--- config.mk ---
export PLATFORM = sky130hd
export DESIGN_NAME = multicycle_alu_ctrl
export DESIGN_NICKNAME = d
export VERILOG_FILES = /design/src/rtl/multicycle_alu_ctrl.sv
export SDC_FILE = /design/constraint.sdc
export NUM_CORES = 1
export LEC_CHECK = 0
export ABC_AREA = 0
export BUFFER_PORTS_ARGS = -buffer_cell sky130_fd_sc_hd__buf_2
export CORE_MARGIN = 1
export CORE_UTILIZATION = 50
export CTS_CLUSTER_SIZE = 8
export DETAILED_ROUTE_END_ITERATION = 10
export PLACE_DENSITY = 0.76
export SLEW_MARGIN = 15
export SYNTH_ARGS = -nofsm -noshare
export SYNTH_HDL_FRONTEND = slang
export SYNTH_SLANG_ARGS = --single-unit
--- constraint.sdc ---
create_clock -name clk -period 6.21 [get_ports clk]
set_input_delay 0 -clock clk [delete_from_list [all_inputs] [get_ports clk]]
set_output_delay 0 -clock clk [all_outputs]
set_load 0.03 [all_outputs]
--- src/rtl/multicycle_alu_ctrl.sv ---
// Multicycle MIPS control FSM: sequences fetch/decode/execute/mem/writeback and drives
// the ALU opcode plus datapath selects; resolves beq from the ALU zero flag.
module multicycle_alu_ctrl #(
    parameter logic [5:0] OP_RTYPE = 6'h00,
    parameter logic [5:0] OP_LW    = 6'h23,
    parameter logic [5:0] OP_SW    = 6'h2B,
    parameter logic [5:0] OP_BEQ   = 6'h04,
    parameter logic [5:0] OP_ADDI  = 6'h08,
    parameter logic [5:0] OP_J     = 6'h02
) (
    input  logic       clk,
    input  logic       reset,
    input  logic [5:0] opcode,
    input  logic [5:0] funct,
    input  logic       zero,
    output logic [2:0] Alu_op,
    output logic       alu_src_a,
    output logic [1:0] alu_src_b,
    output logic [1:0] pc_source,
    output logic       pc_en,
    output logic       i_or_d,
    output logic       mem_read,
    output logic       mem_write,
    output logic       ir_write,
    output logic       reg_dst,
    output logic       mem_to_reg,
    output logic       reg_write,
    output logic       illegal,
    output logic [3:0] state
);

    typedef enum logic [3:0] {
        IDLE    = 4'd0,
        FETCH   = 4'd1,
        DECODE  = 4'd2,
        MEMADR  = 4'd3,
        MEMRD   = 4'd4,
        MEMWB   = 4'd5,
        MEMWR   = 4'd6,
        EXEC    = 4'd7,
        ALUWB   = 4'd8,
        BRANCH  = 4'd9,
        JUMP    = 4'd10,
        ADDI_EX = 4'd11,
        ADDI_WB = 4'd12,
        TRAP    = 4'd15
    } state_t;

    typedef struct packed {
        logic [2:0] alu_op;
        logic       alu_src_a;
        logic [1:0] alu_src_b;
        logic [1:0] pc_source;
        logic       pc_write;
        logic       i_or_d;
        logic       mem_read;
        logic       mem_write;
        logic       ir_write;
        logic       reg_dst;
        logic       mem_to_reg;
        logic       reg_write;
    } ctrl_t;

    localparam logic [2:0] ALU_ADD = 3'b010;
    localparam logic [2:0] ALU_SUB = 3'b110;
    localparam logic [2:0] ALU_AND = 3'b000;
    localparam logic [2:0] ALU_OR  = 3'b001;
    localparam logic [2:0] ALU_SLT = 3'b111;

    state_t state_r;
    state_t nxt;
    ctrl_t  ctrl_r;
    logic   illegal_r;

    function automatic logic funct_known(input logic [5:0] f);
        return (f == 6'h20) || (f == 6'h22) || (f == 6'h24) || (f == 6'h25) || (f == 6'h2A);
    endfunction

    function automatic logic [2:0] funct_alu_op(input logic [5:0] f);
        case (f)
            6'h22:   return ALU_SUB;
            6'h24:   return ALU_AND;
            6'h25:   return ALU_OR;
            6'h2A:   return ALU_SLT;
            default: return ALU_ADD;
        endcase
    endfunction

    function automatic state_t next_state(input state_t s, input logic [5:0] op,
                                          input logic [5:0] f);
        case (s)
            IDLE:    return FETCH;
            FETCH:   return DECODE;
            DECODE: begin
                if (op == OP_LW || op == OP_SW) return MEMADR;
                else if (op == OP_RTYPE)        return EXEC;
                else if (op == OP_BEQ)          return BRANCH;
                else if (op == OP_ADDI)         return ADDI_EX;
                else if (op == OP_J)            return JUMP;
                else                            return TRAP;
            end
            MEMADR:  return (op == OP_LW) ? MEMRD : MEMWR;
            MEMRD:   return MEMWB;
            EXEC:    return funct_known(f) ? ALUWB : TRAP;
            ADDI_EX: return ADDI_WB;
            MEMWB, MEMWR, ALUWB, BRANCH, JUMP, ADDI_WB: return FETCH;
            TRAP:    return TRAP;
            // Unused encodings fall into the trap rather than wandering.
            default: return TRAP;
        endcase
    endfunction

    function automatic ctrl_t decode_ctrl(input state_t s, input logic [5:0] f);
        ctrl_t c;
        c        = '0;
        c.alu_op = ALU_ADD;
        case (s)
            FETCH: begin
                c.mem_read  = 1'b1;
                c.ir_write  = 1'b1;
                c.alu_src_b = 2'b01;
                c.pc_write  = 1'b1;
            end
            DECODE:  c.alu_src_b = 2'b11;
            MEMADR: begin
                c.alu_src_a = 1'b1;
                c.alu_src_b = 2'b10;
            end
            MEMRD: begin
                c.mem_read = 1'b1;
                c.i_or_d   = 1'b1;
            end
            MEMWB: begin
                c.reg_write  = 1'b1;
                c.mem_to_reg = 1'b1;
            end
            MEMWR: begin
                c.mem_write = 1'b1;
                c.i_or_d    = 1'b1;
            end
            EXEC: begin
                c.alu_src_a = 1'b1;
                c.alu_op    = funct_alu_op(f);
            end
            ALUWB: begin
                c.reg_write = 1'b1;
                c.reg_dst   = 1'b1;
            end
            BRANCH: begin
                c.alu_src_a = 1'b1;
                c.alu_op    = ALU_SUB;
                c.pc_source = 2'b01;
            end
            JUMP: begin
                c.pc_source = 2'b10;
                c.pc_write  = 1'b1;
            end
            ADDI_EX: begin
                c.alu_src_a = 1'b1;
                c.alu_src_b = 2'b10;
            end
            ADDI_WB: c.reg_write = 1'b1;
            default: ;
        endcase
        return c;
    endfunction

    assign nxt = next_state(state_r, opcode, funct);

    // Outputs are registered from the upcoming state, so they line up with state_r.
    always_ff @(posedge clk) begin
        if (reset) begin
            state_r   <= IDLE;
            ctrl_r    <= decode_ctrl(IDLE, funct);
            illegal_r <= 1'b0;
        end else begin
            state_r   <= nxt;
            ctrl_r    <= decode_ctrl(nxt, funct);
            illegal_r <= illegal_r | (nxt == TRAP);
        end
    end

    assign state      = state_r;
    assign Alu_op     = ctrl_r.alu_op;
    assign alu_src_a  = ctrl_r.alu_src_a;
    assign alu_src_b  = ctrl_r.alu_src_b;
    assign pc_source  = ctrl_r.pc_source;
    assign pc_en      = ctrl_r.pc_write | ((state_r == BRANCH) & zero);
    assign i_or_d     = ctrl_r.i_or_d;
    assign mem_read   = ctrl_r.mem_read;
    assign mem_write  = ctrl_r.mem_write;
    assign ir_write   = ctrl_r.ir_write;
    assign reg_dst    = ctrl_r.reg_dst;
    assign mem_to_reg = ctrl_r.mem_to_reg;
    assign reg_write  = ctrl_r.reg_write;
    assign illegal    = illegal_r;

endmodule
Word level (Yosys, flattened, before mapping)
Index checks and enable logic that the tools add are counted.
{"block": "totals", "word_cells": 87, "reg_bits": 21, "out_inout_bits": 21}
{"block": "op_classes", "bitwise": 3, "muxes": 21, "reduce_logical": 14, "eq_ne": 35}
{"cell": "4-bit == test (second input constant)", "count": 11}
{"cell": "6-bit == test (second input constant)", "count": 7}
{"cell": "4-bit by 3-bit == test with 1-bit output (second input constant)", "count": 8}
{"cell": "4-bit case mux with 7 select lines", "count": 1}
{"cell": "4-bit by 2-bit == test with 1-bit output (second input constant)", "count": 4}
{"cell": "3-bit two-way mux", "count": 4}
{"cell": "3-bit case mux with 4 select lines", "count": 1}
{"cell": "1-bit two-way mux", "count": 9}
{"cell": "4-bit by 1-bit == test with 1-bit output (second input constant)", "count": 2}
{"cell": "4-bit two-way mux", "count": 2}
{"cell": "2-bit OR reduction", "count": 4}
{"cell": "7-bit OR reduction", "count": 1}
{"cell": "6-bit by 2-bit == test with 1-bit output (second input constant)", "count": 1}
{"cell": "6-bit by 3-bit == test with 1-bit output (second input constant)", "count": 1}
{"cell": "6-bit by 4-bit == test with 1-bit output (second input constant)", "count": 1}
{"cell": "6-bit zero test", "count": 1}
{"cell": "2-bit case mux with 3 select lines", "count": 1}
{"cell": "3-bit case mux with 2 select lines", "count": 1}
{"cell": "1-bit logical OR", "count": 5}
{"cell": "4-bit zero test", "count": 1}
{"cell": "2-bit case mux with 2 select lines", "count": 1}
{"cell": "4-bit OR reduction", "count": 1}
{"cell": "3-bit OR reduction", "count": 1}
{"cell": "2-bit two-way mux", "count": 1}
{"cell": "other kinds (2)", "count": 3}

Logic depth before layout (Yosys ltp)
Gate-level depths: netlist of the first run.
{"block": "depth", "word_depth": 10, "ltp_mapped": 8}

Least setup slack after synthesis of the first run
No wires, ideal clock.
{"block": "synth_timing", "path_type": "reg2reg", "start": "register state_r[1] (netlist: state[1])", "end": "register ctrl_r, in the netlist Alu_op[1]", "arrival_ps": 2093, "path_stages_with_launch": 9, "n_path_buf": 2, "setup_ps": 138, "path_slack_ps": 3979, "required_ps": 6072, "synth_period_minus_slack_ps": 2231, "path_cell_list": "dfxtp_1 -> buf_4 -> or4b_4 -> a21oi_2 -> a211oi_2 -> or2_1 -> buf_6 -> nor4_4 -> nand4_1"}
{"block": "synth_between", "elab_chain_cells": 5, "word_cells_on_any_way": 18, "classes_between": "eq/ne: 14; mux: 2; reduce/logical: 2"}
{"element": "start, declared", "line": "70", "rtl": "state_t state_r;"}
{"element": "start signal, assigned", "line": "177", "rtl": "state_r <= nxt;"}
{"element": "4-bit == test, or another cell as far along", "line": "91", "rtl": "case (s)"}
{"element": "7-bit OR reduction (no line)"}
{"element": "4-bit case mux with 7 select lines *", "line": "91"}
{"element": "4-bit == test or 4-bit by 3-bit == test with 1-bit output (tied branches)", "line": "117", "rtl": "case (s)"}
{"element": "3-bit case mux with 2 select lines *", "line": "117"}
{"element": "end signal, assigned", "line": "174", "rtl": "ctrl_r <= decode_ctrl(IDLE, funct);"}
{"element": "end signal, assigned", "line": "178", "rtl": "ctrl_r <= decode_ctrl(nxt, funct);"}
{"element": "end, declared", "line": "72", "rtl": "ctrl_t ctrl_r;"}
Every way passes the cells marked *; elsewhere a longest branch is shown, timed or not.
A chain may end at the register's enable or synchronous reset.

Final worst setup path of the first run
{"block": "layout_timing", "start": "register state_r[2] (netlist: state[2])", "end": "register ctrl_r, in the netlist Alu_op[0]"}
Same word-level chain as after synthesis.

==> results.ini, run 1 <==
[setup_path]
crit_path_max_fanout = 12
path_class = reg -> reg
cp.arrival_ps = 3000
required_ps = 6420
cp-start-kind = flop
setup.worst_path.end_class = flop

[status]
status = finished, final reports clean

[sta]
worst_pin_slew_ps = 559.1
rsz0062_at_grt = no
slew_viol_final = 0
maxSlewHeadroom_pct = 62.47
fmax_mhz = 358.9
final-hold-violation-count = 0
setup_viol = 0
tns_ps = 0
period_minus_slack_ps = 2786
timing.final.crit_share_pct = 44.87
finalClockSkew_ps = 7.137
hold_ws_ps = 159.8

[logic_synthesis]
yosysTopAreaCellShare_pct = 39.16
async_flop_share_pct = 0
ys_warn_count = 0
synth_area_leaders = dfxtp_1, nor2_1, buf_4
synthCells = 121
synth_edf_count = 0
ys_seq_elements = 21
synth_compound_area_share_pct = 15.38
ys_types = 48
syn_nets = 136
synth_flop_cell = dfxtp_1
postSynthAreaPerCell_um2 = 8.872
synth-simple-area-share_pct = 30.77
synth_mux_area_share_pct = 1.981
seq_area_frac_synth_pct = 39.16
synth_top_family_by_area = simple AND/OR/NAND/NOR gates
netlist_area_mm2 = 0.001074
synth_xor_xnor_area_share_pct = 1.632
synth_adder_area_share_pct = 0.9324
synth_area_leader_cell = dfxtp_1

[clock_tree]
clockBufferDepth = 2
cts_hold_buf = 6
cts_setup_buffers = 0
clkTransAtPathRegs_ps = 110
cts_buffers = 3
insertion_delay_ps = 310
cts_tree = built
cts_sinks = 21
cts.root.buffer_cell = clkbuf_4
cts_resized = 0
cts_max_level = 1

[run]
cap_viol_max_count = 0

[power]
power.density_mw_per_mm2 = 438.7
ir_worst_vdd_mv = 0.2745
p_leak_nw = 0.5665

[grt]
met3_usage_pct = 6.604
met1_usage_pct = 24.02
antenna_found_initial = 0
first_global_vias = 890
grt-ovfl-total = 0
top_usage_layer = met2
grt_use_met2_pct = 36.85
grt_pass1_wl_um = 3746
grt_usage_pct = 20.64
grt_max_degree = 13

[die]
start_util_pct = 54.17
ioPinCount = 36
die_height_um = 48.34
dieArea_mm2 = 0.002336
placeableCoreArea_mm2 = 0.001982
fp-row-count = 16
die_w_um = 48.34

[place]
gp_congestion = 0.8401
io_buffers = 35
hpwl_um = 1649
placed_cell_area_mm2 = 0.001177
placed_cells = 169

[route]
route.detailed.drc = 0
drt-wirelength-per-cell_um = 12.92
wirelength_um = 2312
via_per_inst = 5.436
vias = 973
drt_first_pass_iters = 4
first_iter_violations = 27
postRouteAntennaNets = 0

[final_layout]
post-route-util_pct = 63.76
final_nets = 168
area_delta_synth_final_pct = 17.72
n_antenna_cell = 0
final_area_mm2 = 0.001264
largest_reg_flops = 4
layoutNonFillerInstCount = 179
drive_above_1_share_pct = 30.26

[worst_hold_path]
hold_class = in -> reg

==> routing by layer <==
| layer | vias up | share of wire, % |
|---|---|---|
| met3 | 4 | 6.0 |
| met1 | 445 | 44 |
| met5 | - | 0 |
| met2 | 36 | 49 |
| met4 | 0 | 0.65 |
| li1 | 488 | - |
==> layout make-up <==
cell class	count	area (µm²)
clock buffer	4	26.28
fill	174	718.2
inverter	1	3.754
multi-input combinational	85	544.3
sequential	21	420.4
tap	27	33.78
timing repair buffer	41	235.2
==> power breakdown <==
group | internal, W | switching [W]
Sequential | 0.000169 | 0.0000294
Combinational | 0.0000979 | 0.000193
Clock | 0.0000251 | 0.0000405
==> through the flow <==
step	power (W)	setup slack (ps)
6_report	0.0005544	3424
5_1_grt	0.0005891	3270
4_1_cts	0.0005552	3428
3_3_place_gp	0.0004823	3994
3_5_place_dp	0.0004868	3944
2_1_floorplan	0.0004477	3979
==> synth_stat cells (2+ instances only) <==
cell type  count
a21oi_1        3
and2_1         2
buf_2          2
buf_4          9
buf_6          2
dfxtp_1       21
nand2_1        6
nand2b_1       2
nand4_1        4
nor2_1        19
nor2b_1        2
nor3_1         6
nor4_1         2
nor4b_1        3
o21a_1         4
o21ai_0        2
==> worst max-delay path: stages, from the launching register on <==
cell and delay, ps:
dfxtp_1 550, mux2_2 380, a211o_1 300, a211oi_2 370
or2_1 320, nor4_4 90, a21boi_1 140, dlygate4sd3_1 550
==> placed cells by master (no fill, tap or decap), types with 2 or more instances in the layout <==
cell | netlist | final
clkbuf_4 | 0 | 3
buf_2 | 2 | 35
and2_1 | 2 | 2
nand2b_1 | 2 | 2
dfxtp_1 | 21 | 21
a21oi_1 | 3 | 3
nand4_1 | 4 | 4
nand2_1 | 6 | 6
nor2_1 | 19 | 19
nor2b_1 | 2 | 2
o21a_1 | 4 | 4
nor4b_1 | 3 | 3
dlygate4sd3_1 | 0 | 6
nor4_1 | 2 | 2
nor3_1 | 6 | 6
o21ai_0 | 2 | 2
==> path summary, 6_finish.rpt <==
| kind | from | endpoint | slack [ps] | depth (start not counted) |
|---|---|---|---|---|
| worst max-delay path | state[2]$_SDFF_PP0_ | Alu_op[0]$_SDFF_PP0_ | 3420 | 7 |
| worst max register to register | state[2]$_SDFF_PP0_ | Alu_op[0]$_SDFF_PP0_ | 3420 | 7 |
| worst min register to register | illegal$_SDFF_PP0_ | illegal$_SDFF_PP0_ | 510 | 2 |
| worst min-delay path | opcode[4] | state[2]$_SDFF_PP0_ | 160 | 5 |
==> logic make-up after synthesis <==
logic type,after synthesis
buffers and inverters,15
AOI/OAI and AO/OA,22
xor gates and xnor gates,2
and+or+nand+nor,58
muxes,2
adders and majority gates,1
DFF,21
Power figures use the tool's default switching activity.
==> run 2, diff against run 1 <==
--- a/config.mk
+++ b/config.mk
@@ -8,10 +8,10 @@
 export ABC_AREA = 0
 export BUFFER_PORTS_ARGS = -buffer_cell sky130_fd_sc_hd__buf_2
 export CORE_MARGIN = 1
-export CORE_UTILIZATION = 50
+export CORE_UTILIZATION = 44
 export CTS_CLUSTER_SIZE = 8
 export DETAILED_ROUTE_END_ITERATION = 10
-export PLACE_DENSITY = 0.76
+export PLACE_DENSITY = 0.71
 export SLEW_MARGIN = 15
 export SYNTH_ARGS = -nofsm -noshare
 export SYNTH_HDL_FRONTEND = slang
==> constraint.sdc (replaced) <==
create_clock -name clk -period 2.5 [get_ports clk]
set_input_delay 0 -clock clk [delete_from_list [all_inputs] [get_ports clk]]
set_output_delay 0 -clock clk [all_outputs]
set_load 0.03 [all_outputs]
==> run 2 against run 1 <==
Against the previous run:
- global-route usage down 2.1 points
- clock power up 140%
- sequential power up 150%
- largest power group unchanged
- hold slack worse by 150 ps
- first-iteration DRC count up 15%
- total power up 150%
- count of clock-buffer cells in the layout down 1
==> results.ini, run 2 (synthesized netlist as in run 1, its figures left out) <==
[final_layout]
largest_reg_flops = 4  ; unchanged
n_antenna_cell = 0  ; unchanged
final_nets = 169  ; +0.60%
final_cell_mix = buf_2, dfxtp_1, nor2_1
final_area_mm2 = 0.001274  ; +0.79%
drive_above_1_share_pct = 31.37  ; +1.1 points
final_common_cell = buf_2
nFillCells = 233  ; +34%
area_delta_synth_final_pct = 18.65

[die]
placeableCoreArea_mm2 = 0.002255  ; +14%
die_w_um = 51.40  ; +6.3%
ioPinCount = 36  ; unchanged
fp-row-count = 17  ; +1
dieArea_mm2 = 0.002641  ; +13%
die_height_um = 51.40  ; +6.3%
start_util_pct = 47.61  ; -6.6 points

[place]
hpwl_um = 1677  ; +1.7%
io_buffers = 35  ; unchanged
gp_congestion = 0.8243  ; -1.9%
placed_cell_area_mm2 = 0.001186  ; +0.74%

[setup_path]
required_ps = 2710  ; -3710 ps
path_class = reg -> reg
cp.arrival_ps = 2440  ; -560 ps
cp-start-kind = flop
setup.worst_path.end_class = flop
crit_path_max_fanout = 12  ; unchanged

[worst_hold_path]
hold_class = in -> reg

[grt]
antenna_found_initial = 0  ; unchanged
grt-ovfl-total = 0  ; unchanged
grt_usage_pct = 18.56  ; -2.1 points
grt_max_degree = 13  ; unchanged
grt_pass1_wl_um = 3608  ; -3.7%
first_global_vias = 849  ; -4.6%

[clock_tree]
cts_hold_buf = 6  ; unchanged
cts_sinks = 21  ; unchanged
cts_max_level = 1  ; unchanged
cts_setup_buffers = 0  ; unchanged
cts_buffers = 3  ; unchanged
cts_resized = 0  ; unchanged
cts_tree = built
clkTransAtPathRegs_ps = 110  ; about the same
insertion_delay_ps = 300  ; about the same
clockBufferDepth = 2  ; unchanged
cts.root.buffer_cell = clkbuf_4

[route]
route.detailed.drc = 0  ; unchanged
postRouteAntennaNets = 0  ; unchanged
vias = 945  ; -2.9%
wirelength_um = 2303  ; -0.39%
via_per_inst = 5.221  ; -4.0%
drt-wirelength-per-cell_um = 12.72  ; -1.5%
first_iter_violations = 31  ; +15%
drt_first_pass_iters = 4  ; unchanged

[sta]
final-hold-violation-count = 0  ; unchanged
timing.final.crit_share_pct = 89.16  ; +44 points
maxSlewHeadroom_pct = 65.40  ; +2.9 points
slew_viol_final = 0  ; unchanged
period_minus_slack_ps = 2229  ; -557.4 ps
setup_viol = 0  ; unchanged
worst_pin_slew_ps = 517.5  ; -41.61 ps
finalClockSkew_ps = 6.533  ; -0.6040 ps
fmax_mhz = 448.6  ; +25%
rsz0062_at_grt = no
tns_ps = 0  ; unchanged
hold_ws_ps = 9.852  ; -150.0 ps

[run]
cap_viol_max_count = 0  ; unchanged

[power]
p_leak_nw = 0.5787  ; +2.1%
power.density_mw_per_mm2 = 1086  ; +150%
ir_worst_vdd_mv = 0.6690  ; +140%

[status]
status = finished, final reports clean

[run 2: cell types whose count changed in the layout (fill, tap and decap cells not counted)]
cell and delta:
buf_4 +1, clkbuf_1 -1, clkinv_2 +1
[run 2: path summary, 6_finish.rpt]
kind / start / end / slack [ps] / cells past startpoint
setup / recovery: state[2]$_SDFF_PP0_ / Alu_op[2]$_SDFF_PP0_ / 270 / 6
hold / removal: reset / state[2]$_SDFF_PP0_ / 10 / 2
setup reg to reg: state[2]$_SDFF_PP0_ / Alu_op[2]$_SDFF_PP0_ / 270 / 6
hold reg to reg: illegal$_SDFF_PP0_ / illegal$_SDFF_PP0_ / 500 / 2
[run 2: through the flow]
| stage | total power [W] | setup slack [ps] | utilization, % | std cells |
|---|---|---|---|---|
| 6_report | 0.001384 | 271.1 | 56.49 | 181 |
| 5_1_grt | 0.001474 | 126.6 | 56.49 | 181 |
| 4_1_cts | 0.001391 | 269.4 | 56.49 | 181 |
| 3_5_place_dp | 0.001225 | 295.7 | 52.61 | 171 |
| 3_3_place_gp | 0.001207 | 395.3 | 52.61 | 171 |
| 2_1_floorplan | 0.001112 | 269.2 | - | 121 |
[run 2: metal layers]
metal / up-vias / GRT usage (%) / part of all wire [%]
met4: 0 / 4.955 / 0.65
met5: - / 0 / 0
met2: 29 / 32.25 / 50
met3: 2 / 5.357 / 5.2
li1: 487 / - / -
met1: 427 / 22.02 / 44
[run 2: critical path, stage by stage, from the launching register on]
cell,delay [ps]
dfxtp_1,550
mux2_2,380
a211o_1,300
a211oi_2,300
or2_1,320
nor3_1,90
o21a_1,200
[run 2: cell type report]
class	instances	area, µm²	area share [%]
clock buffers	3	22.52	1.768
clock inverters	1	5.005	0.3929
inverters	1	3.754	0.2947
repair buffers	42	242.7	19.06
well taps	28	35.03	2.750
flip-flops and latches	21	420.4	33.01
multi-input cells	85	544.3	42.73
[run 2: report_power, final]
group | total, W | switching (W) | internal (W)
Sequential | 0.000490 | 0.0000706 | 0.000419
Combinational | 0.000737 | 0.000484 | 0.000253
Clock | 0.000157 | 0.0000976 | 0.0000596
